==> config.mk <==
export PLATFORM = sky130hd
export DESIGN_NAME = pll_scan_reconfig_flat
export DESIGN_NICKNAME = d
export VERILOG_FILES = /design/src/rtl/pll_scan_reconfig_if.sv /design/src/rtl/pll_scan_reconfig.sv /design/src/flat_wrapper.sv
export SDC_FILE = /design/constraint.sdc
export NUM_CORES = 1
export LEC_CHECK = 0
export CELL_PAD_IN_SITES_DETAIL_PLACEMENT = 1
export CELL_PAD_IN_SITES_GLOBAL_PLACEMENT = 1
export CORE_UTILIZATION = 42
export CTS_CLUSTER_SIZE = 40
export DETAILED_ROUTE_END_ITERATION = 7
export GPL_TIMING_DRIVEN = 0
export PLACE_DENSITY = 0.82
export SLEW_MARGIN = 20
export SYNTH_ARGS = -nofsm -noshare
export SYNTH_HDL_FRONTEND = slang
export SYNTH_SLANG_ARGS = --single-unit
==> constraint.sdc <==
create_clock -name inclk0 -period 2.3 [get_ports inclk0]
set_clock_uncertainty 0.15 [all_clocks]
set_input_delay 0.46 -clock inclk0 [delete_from_list [all_inputs] [get_ports inclk0]]
set_output_delay 0.46 -clock inclk0 [all_outputs]
set_load 0.1 [all_outputs]
==> src/rtl/pll_scan_reconfig_if.sv <==
// Request/readback bus between a user block and the PLL scan-chain reconfiguration controller.
interface pll_scan_reconfig_if #(
  parameter int SCAN_LEN = 144
);
  logic                cfg_valid;
  logic                cfg_ready;
  logic                cfg_write;
  logic [SCAN_LEN-1:0] cfg_image;
  logic [SCAN_LEN-1:0] rd_image;
  logic                done;
  logic                err;
  logic                busy;

  modport master (
    output cfg_valid, cfg_write, cfg_image,
    input  cfg_ready, rd_image, done, err, busy
  );

  modport slave (
    input  cfg_valid, cfg_write, cfg_image,
    output cfg_ready, rd_image, done, err, busy
  );
endinterface

==> src/rtl/pll_scan_reconfig.sv <==
// altpll scan-chain controller: reads back the chain image, optionally shifts in and commits a new one.
// scanclk is generated from inclk0; each scanclk period starts on its falling edge.
module pll_scan_reconfig #(
  parameter int SCAN_LEN     = 144,
  parameter int CLK_DIV      = 2,
  parameter int DONE_TIMEOUT = 1024
) (
  input  logic               inclk0,
  input  logic               areset_n,
  pll_scan_reconfig_if.slave cfg,
  output logic               scanclk,
  output logic               scanclkena,
  output logic               scandata,
  output logic               scanread,
  output logic               scanwrite,
  output logic               scanaclr,
  input  logic               scandataout,
  input  logic               scandone
);

  localparam int PW = $clog2(CLK_DIV) + 1;
  localparam int BW = $clog2(SCAN_LEN + 1);
  localparam int TW = $clog2(DONE_TIMEOUT + 1);

  localparam logic [PW-1:0] P_RISE = PW'(CLK_DIV - 1);
  localparam logic [PW-1:0] P_LAST = PW'(2 * CLK_DIV - 1);
  localparam logic [BW-1:0] B_LAST = BW'(SCAN_LEN - 1);
  localparam logic [BW-1:0] B_FULL = BW'(SCAN_LEN);
  localparam logic [TW-1:0] T_MAX  = TW'(DONE_TIMEOUT);

  typedef enum logic [2:0] {
    IDLE, READ, SHIFT, WRITE, WAIT_DONE
  } state_t;

  state_t              state_q, state_d;
  logic [PW-1:0]       pcnt_q;
  logic [BW-1:0]       bcnt_q;
  logic [TW-1:0]       tcnt_q;
  logic [SCAN_LEN-1:0] img_q;
  logic [SCAN_LEN-1:0] rd_q;
  logic                wr_q;
  logic                sd_q;
  logic                ready_q, busy_q, done_q, err_q;
  logic                sclk_q, sclkena_q, sdata_q, sread_q, swrite_q;

  logic pend;     // this edge drives scanclk 1 -> 0 and closes the period
  logic accept;
  logic cap;      // sample scandataout and present the next bit
  logic fin;
  logic fin_err;

  assign pend = (pcnt_q == P_LAST);

  always_comb begin
    state_d = state_q;
    accept  = 1'b0;
    cap     = 1'b0;
    fin     = 1'b0;
    fin_err = 1'b0;
    unique case (state_q)
      IDLE: begin
        if (cfg.cfg_valid) begin
          state_d = READ;
          accept  = 1'b1;
        end
      end
      READ: begin
        if (pend) begin
          state_d = SHIFT;
          cap     = 1'b1;
        end
      end
      SHIFT: begin
        // The final period end captures nothing: every bit was sampled on a preceding falling edge.
        if (pend && bcnt_q < B_LAST) cap = 1'b1;
        if (pend && bcnt_q == B_LAST && wr_q) begin
          state_d = WRITE;
        end else if (bcnt_q == B_FULL) begin
          state_d = IDLE;
          fin     = 1'b1;
        end
      end
      WRITE: begin
        if (pend) state_d = WAIT_DONE;
      end
      WAIT_DONE: begin
        if (sd_q) begin
          state_d = IDLE;
          fin     = 1'b1;
        end else if (tcnt_q == T_MAX) begin
          state_d = IDLE;
          fin     = 1'b1;
          fin_err = 1'b1;
        end
      end
      default: state_d = IDLE;
    endcase
  end

  always_ff @(posedge inclk0 or negedge areset_n) begin
    if (!areset_n) begin
      state_q   <= IDLE;
      pcnt_q    <= '0;
      bcnt_q    <= '0;
      tcnt_q    <= '0;
      img_q     <= '0;
      rd_q      <= '0;
      wr_q      <= 1'b0;
      sd_q      <= 1'b0;
      ready_q   <= 1'b1;
      busy_q    <= 1'b0;
      done_q    <= 1'b0;
      err_q     <= 1'b0;
      sclk_q    <= 1'b0;
      sclkena_q <= 1'b0;
      sdata_q   <= 1'b0;
      sread_q   <= 1'b0;
      swrite_q  <= 1'b0;
    end else begin
      state_q   <= state_d;
      sd_q      <= scandone;
      ready_q   <= (state_d == IDLE);
      busy_q    <= (state_d != IDLE);
      done_q    <= fin;
      sclkena_q <= (state_d != IDLE);
      sread_q   <= (state_d == READ);
      swrite_q  <= (state_d == WRITE);

      if (accept) begin
        wr_q  <= cfg.cfg_write;
        img_q <= cfg.cfg_image;
        err_q <= 1'b0;
      end else if (fin) begin
        err_q <= fin_err;
      end

      if (state_q == IDLE || state_d == IDLE) begin
        pcnt_q <= '0;
        sclk_q <= 1'b0;
      end else begin
        pcnt_q <= pend ? '0 : pcnt_q + 1'b1;
        if (pcnt_q == P_RISE) sclk_q <= 1'b1;
        else if (pend)        sclk_q <= 1'b0;
      end

      if (accept) bcnt_q <= '0;
      else if (state_q == SHIFT && pend && bcnt_q != B_FULL) bcnt_q <= bcnt_q + 1'b1;

      if (state_q == WRITE) tcnt_q <= '0;
      else if (state_q == WAIT_DONE && pend && tcnt_q != T_MAX) tcnt_q <= tcnt_q + 1'b1;

      // Read-only requests feed the captured bit straight back so the chain is left unchanged.
      if (cap) begin
        rd_q    <= (rd_q << 1) | SCAN_LEN'(scandataout);
        sdata_q <= wr_q ? img_q[SCAN_LEN-1] : scandataout;
        img_q   <= img_q << 1;
      end
    end
  end

  assign cfg.cfg_ready = ready_q;
  assign cfg.busy      = busy_q;
  assign cfg.done      = done_q;
  assign cfg.err       = err_q;
  assign cfg.rd_image  = rd_q;
  assign scanclk       = sclk_q;
  assign scanclkena    = sclkena_q;
  assign scandata      = sdata_q;
  assign scanread      = sread_q;
  assign scanwrite     = swrite_q;
  assign scanaclr      = 1'b0;

endmodule

==> src/flat_wrapper.sv <==
// flat-port wrapper written by rule: the top's interface ports become plain ports
module pll_scan_reconfig_flat 
#(
  parameter int SCAN_LEN     = 144,
  parameter int CLK_DIV      = 2,
  parameter int DONE_TIMEOUT = 1024
)
  (inclk0, areset_n, scanclk, scanclkena, scandata, scanread, scanwrite, scanaclr, scandataout, scandone, cfg_cfg_valid, cfg_cfg_write, cfg_cfg_image, cfg_cfg_ready, cfg_rd_image, cfg_done, cfg_err, cfg_busy);
  pll_scan_reconfig_if #(.SCAN_LEN(SCAN_LEN)) cfg_i ();
  input  logic inclk0;
  input  logic areset_n;
  output logic scanclk;
  output logic scanclkena;
  output logic scandata;
  output logic scanread;
  output logic scanwrite;
  output logic scanaclr;
  input  logic scandataout;
  input  logic scandone;
  input wire logic [$bits(cfg_i.cfg_valid)-1:0] cfg_cfg_valid;
  input wire logic [$bits(cfg_i.cfg_write)-1:0] cfg_cfg_write;
  input wire logic [$bits(cfg_i.cfg_image)-1:0] cfg_cfg_image;
  output wire logic [$bits(cfg_i.cfg_ready)-1:0] cfg_cfg_ready;
  output wire logic [$bits(cfg_i.rd_image)-1:0] cfg_rd_image;
  output wire logic [$bits(cfg_i.done)-1:0] cfg_done;
  output wire logic [$bits(cfg_i.err)-1:0] cfg_err;
  output wire logic [$bits(cfg_i.busy)-1:0] cfg_busy;
  assign cfg_i.cfg_valid = cfg_cfg_valid;
  assign cfg_i.cfg_write = cfg_cfg_write;
  assign cfg_i.cfg_image = cfg_cfg_image;
  assign cfg_cfg_ready = cfg_i.cfg_ready;
  assign cfg_rd_image = cfg_i.rd_image;
  assign cfg_done = cfg_i.done;
  assign cfg_err = cfg_i.err;
  assign cfg_busy = cfg_i.busy;
  pll_scan_reconfig #(.SCAN_LEN(SCAN_LEN), .CLK_DIV(CLK_DIV), .DONE_TIMEOUT(DONE_TIMEOUT)) u_core (.inclk0(inclk0), .areset_n(areset_n), .cfg(cfg_i), .scanclk(scanclk), .scanclkena(scanclkena), .scandata(scandata), .scanread(scanread), .scanwrite(scanwrite), .scanaclr(scanaclr), .scandataout(scandataout), .scandone(scandone));
endmodule
# After elaboration in Yosys (flattened, before gate mapping)
# Index checks and enable logic that the tools add are counted.
# word_totals
register_bits,322
in_bits,150
output_inout_bits,154
wordCells,84
# op_classes
n_addsub,3
order_cmp,1
eq_ne,13
muxes,34
n_bitwise,1
n_reduce_logical,16
# op_table
operator,n
$mux W144,2
$or A144 B1 Y144,1
$mux W11,2
$mux W3,7
$eq A8 B8 Y1 const B,2
$mux W1,16
$mux W8,2
$pmux W3 S5,1
$add A11 B1 Y11 const B,1
$eq A11 B11 Y1 const B,1
$ne A11 B11 Y1 const B,1
$eq A3 B2 Y1 const B,3
$add A8 B1 Y8 const B,1
$lt A8 B8 Y1 const B,1
$ne A8 B8 Y1 const B,1
$reduce_bool A2 Y1,4
$logic_and A1 B1 Y1,7
$eq A3 B1 Y1 const B,2
$logic_not A3 Y1,2
$reduce_bool A3 Y1,2
$mux W2,2
$pmux W1 S2,2
$eq A3 B3 Y1 const B,1
$add A2 B1 Y2 const B,1
3 further kinds,3

# Depth between registers and ports, before layout
# logic_depth
ltp_word,8
mapped_depth,8
depth_no_buf,6

# Worst setup path before layout
# OpenSTA, ideal clock, no wires.
# synth_path
path_type,register to register
from,reg u_core.pcnt_q[0]
to,reg u_core.img_q[100]
setup_time_ns,0.126
arrival_ns,1.806
required_ns,2.024
setup_slack_ns,0.218
stages_incl_launch_ff,9
path_buffers,3
period_less_slack_ns,2.082
cell_sequence,dfrtp_1 -> ha_1 -> and4bb_1 -> buf_2 -> nand3_2 -> o221ai_2 -> buf_6 -> buf_4 -> a221o_1
# synth_via
elab_chain_len,5
elab_cells_between_ends,7
classes_between,eq/ne: 1; mux: 4; reduce/logical: 2
# synth_rtl
item,line_no,rtl
"start, declared",pll_scan_reconfig.sv:36,logic [PW-1:0] pcnt_q;
"start signal, assigned",pll_scan_reconfig.sv:141,pcnt_q <= pend ? '0 : pcnt_q + 1'b1;
$eq A2 B2 Y1 *,pll_scan_reconfig.sv:52,assign pend = (pcnt_q == P_LAST);
$logic_and A1 B1 Y1,pll_scan_reconfig.sv:75,if (pend && bcnt_q < B_LAST) cap = 1'b1;
$mux W1,pll_scan_reconfig.sv:75,
$pmux W1 S2 *,pll_scan_reconfig.sv:60,unique case (state_q)
$mux W144 / $reduce_bool A2 Y1 (equally long branches),n/a,
"end signal, assigned",pll_scan_reconfig.sv:131,img_q <= cfg.cfg_image;
"end signal, assigned",pll_scan_reconfig.sv:156,img_q <= img_q << 1;
"end, declared",pll_scan_reconfig.sv:39,logic [SCAN_LEN-1:0] img_q;
# Every way passes the cells marked *; elsewhere a longest branch is shown, timed or not.
# A chain may end at the register's enable or synchronous reset.

# Worst setup path after layout
# layout_path
from,reg u_core.rd_q[53] (netlist: u_core.cfg.rd_image[53])
to,out cfg_rd_image[53]
# layout_rtl
item,line_no,rtl
"start, declared",pll_scan_reconfig.sv:40,logic [SCAN_LEN-1:0] rd_q;
"start signal, assigned",pll_scan_reconfig.sv:154,rd_q <= (rd_q << 1) | SCAN_LEN'(scandataout);
"end, declared",flat_wrapper.sv:24,output wire logic [$bits(cfg_i.rd_image)-1:0] cfg_rd_image;
# No word-level cell between the ends.

==> impl_metrics.tcl <==
set metrics [dict create \
    status "completed" \
    peakVddDrop_mv 0.4178 \
    clk_pin_slew_worst_paths_ns 0.06 \
    synthFlopType "dfrtp_1" \
    worst-path-buf-inv 1 \
    synth_nets 1822 \
    seq_area_sq_mm 0.008059 \
    clockBufferDepth 3 \
    synth_cell_types 55 \
    setup_viol 0 \
    multiInputGateArea_sq_mm 0.008328 \
    clockRootBuffer "clkbuf_16" \
    fillers 4362 \
    rows 73 \
    numCtsBuffers 38 \
    wl_per_cell_um 21.75 \
    drive_gt1_share_pct 18.12 \
    cts.sinks 322 \
    crit_slowest_cell "clkdlybuf4s15_2" \
    min_period_ns 2.270 \
    min_from "scandone" \
    ant_nets 0 \
    startpoint_type "register" \
    synthToLayoutAreaGrowth_pct 33.10 \
    htreeDepth 2 \
    ys_seq_area_share_pct 47.07 \
    netlist_instances 1666 \
    grt_pass1_vias 16092 \
    grt_overflow 0 \
    cap_violations 0 \
    post-route-period-util_pct 98.68 \
    die_width_um 203.9 \
    fp.dieH_um 203.9 \
    initialDrtViolationCount 1094 \
    layout_commonest_cell "dfrtp_1" \
    cp_top_family "buffers and inverters" \
    io-pin-count 304 \
    place.gp.congestion 0.8301 \
    synth-edff-count 0 \
    finalNetCount 2179 \
    hold_path_class "in -> reg" \
    finish.utilization_pct 56.96 \
    slew_headroom_pct 55.48 \
    yosys_warnings 0 \
    drc_errors 0 \
    grt_pass1_wl_um 89860 \
    globalRouteTotalUtil_pct 26.85 \
    final_cell_mix "dfrtp_1 (321), a221o_1 (287), nand2_1 (154)" \
    hpwlAfterDp_um 38050 \
    whs_ns 0.2092 \
    cp_max_fo 6 \
    via_per_inst 6.112 \
    core_region_area_sq_mm 0.04001 \
    p_per_area_mw_per_mm2 557.0 \
    worstMarginPinSlew_ns 0.6678 \
    max_stage_delay_ns 0.61 \
    final_max_slew_viol_count 0 \
    clkLatencyLatePin_ns 0.55 \
    r2r_start "u_core.bcnt_q[4]" \
    cts_tree "built" \
    crit_required_ns 1.69 \
    synth_area_sq_mm 0.01712 \
    antenna_found_initial 6 \
    hold_violations 0 \
    drt-total-wl_um 56000 \
    timing.fmax_mhz 440.6 \
    io_buffers 302 \
    start_util_pct 42.79 \
    cp-end-kind "primary output" \
    critPathKind "reg -> out" \
    ys_ff_latch 322 \
    die_area_sq_mm 0.04157 \
    finalPower_w 0.01269 \
    vias 15739 \
    cp_data_arrival_time_ns 1.66 \
    async_reset_ff_share_pct 100.0 \
    crit_start "u_core.cfg.rd_image[53]" \
    cp_cell_sequence "clkdlybuf4s15_2" \
    leakage_nw 10.13 \
    syn_avg_cell_area_sq_um 10.28 \
    firstDrtPassIters 5 \
    grt_max_degree 92 \
]
synthesized netlist by cell type (4+ instances only):
| cell | instances | area (sq um) |
|---|---|---|
| and3_1 | 146 | 913.4 |
| ha_1 | 6 | 75.07 |
| nand2b_1 | 147 | 919.6 |
| nor2_1 | 21 | 78.83 |
| a221o_1 | 287 | 2873 |
| dfrtp_1 | 321 | 8033 |
| mux2i_1 | 6 | 60.06 |
| buf_2 | 28 | 140.1 |
| nor3_1 | 4 | 20.02 |
| nand3_1 | 4 | 20.02 |
| inv_1 | 9 | 33.78 |
| a22o_1 | 144 | 1261 |
| a21oi_1 | 6 | 30.03 |
| buf_4 | 10 | 75.07 |
| o211ai_1 | 4 | 30.03 |
| nand4_1 | 7 | 43.79 |
| buf_6 | 6 | 67.56 |
| o21ai_0 | 149 | 745.7 |
| clkbuf_1 | 132 | 495.5 |
| a31oi_1 | 4 | 25.02 |
| and2_1 | 7 | 43.79 |
| nand2_1 | 154 | 578.1 |
| xnor2_1 | 5 | 43.79 |
| xor2_1 | 10 | 87.58 |
| buf_1 | 9 | 33.78 |
layout make-up:
class,instances,area share (%)
Multi-Input combinational cell,1151,36.55
Sequential cell,322,35.37
Timing Repair Buffer,316,15.02
Clock buffer,55,5.085
Buffer,185,4.244
Tap cell,525,2.883
Clock inverter,10,0.6809
Inverter,9,0.1483
Antenna cell,2,0.02196
power breakdown:
part | internal, W | leakage, nW | switching (W)
Clock | 0.00393 | 0.642 | 0.00247
Sequential | 0.00568 | 4.43 | 0.0000200
Combinational | 0.000280 | 5.06 | 0.000308
Total | 0.00989 | 10.1 | 0.00280
kinds of logic after synthesis:
kind of cell               synth area share, %
AOI/OAI and AO/OA                        29.77
xor gates and xnor gates                0.7673
adders and majority gates               0.4385
buffers and inverters                    4.940
DFF                                      47.07
muxes                                   0.4166
other                                  0.02190
and+or+nand+nor                          16.57
final timing paths:
path | slack [ns] | end | cells past startpoint
max | 0.03 | cfg_rd_image[53] | 1
min | 0.21 | u_core.sd_q | 1
max reg2reg | 0.05 | u_core.cfg.rd_image[16] | 7
min reg2reg | 0.36 | u_core.img_q[50] | 1
max in group asynchronous | 0.43 | u_core.cfg.cfg_ready | 4
min in group asynchronous | 0.32 | u_core.img_q[47] | 2
per-stage QoR:
step	setup TNS, ns	instances	setup WS (ns)	instance area [sq um]
after floorplan	0	1666	0.2178	17120
after global placement	-4518.46	2493	-13.63	20800
after detailed placement	-154.57	2496	-0.7408	20890
after CTS	0	2570	0.001019	22630
after global routing	-0.009571	2574	-0.004947	22780
final	0	2575	0.03029	22790
metal layers:
layer	global-route usage [%]	up-vias	share of wire, %
met2	44.40	397	49
met5	0	-	0.093
met3	4.911	72	4.9
met4	7.573	8	2.0
li1	-	7167	-
met1	35.91	8095	44
registers in the layout (all words and copies together) (netlist names), 2 cells and up:
name,cells
u_core.bcnt_q,8
u_core.img_q,144
u_core.cfg.rd_image,144
u_core.tcnt_q,11
u_core.state_q,3
u_core.pcnt_q,2
worst register-to-register path: cells and delay by family, from the launching register on:
| kind | cells | cell delay, ns |
|---|---|---|
| simple gates | 1 | 0.33 |
| buf+inv | 3 | 0.53 |
| flops | 1 | 0.50 |
| compound gates | 3 | 0.62 |
timing repair:
item                                    4_1_cts  5_1_grt
cloned                                        2        0
endpoints found under the setup margin      448      297
endpoints found under the hold margin        78        0
buffers inserted                              6        3
hold buffers                                  1        0
pin swaps                                     3        2
resized for setup                           530       82
No activity file was read; power rests on OpenSTA's default activity.
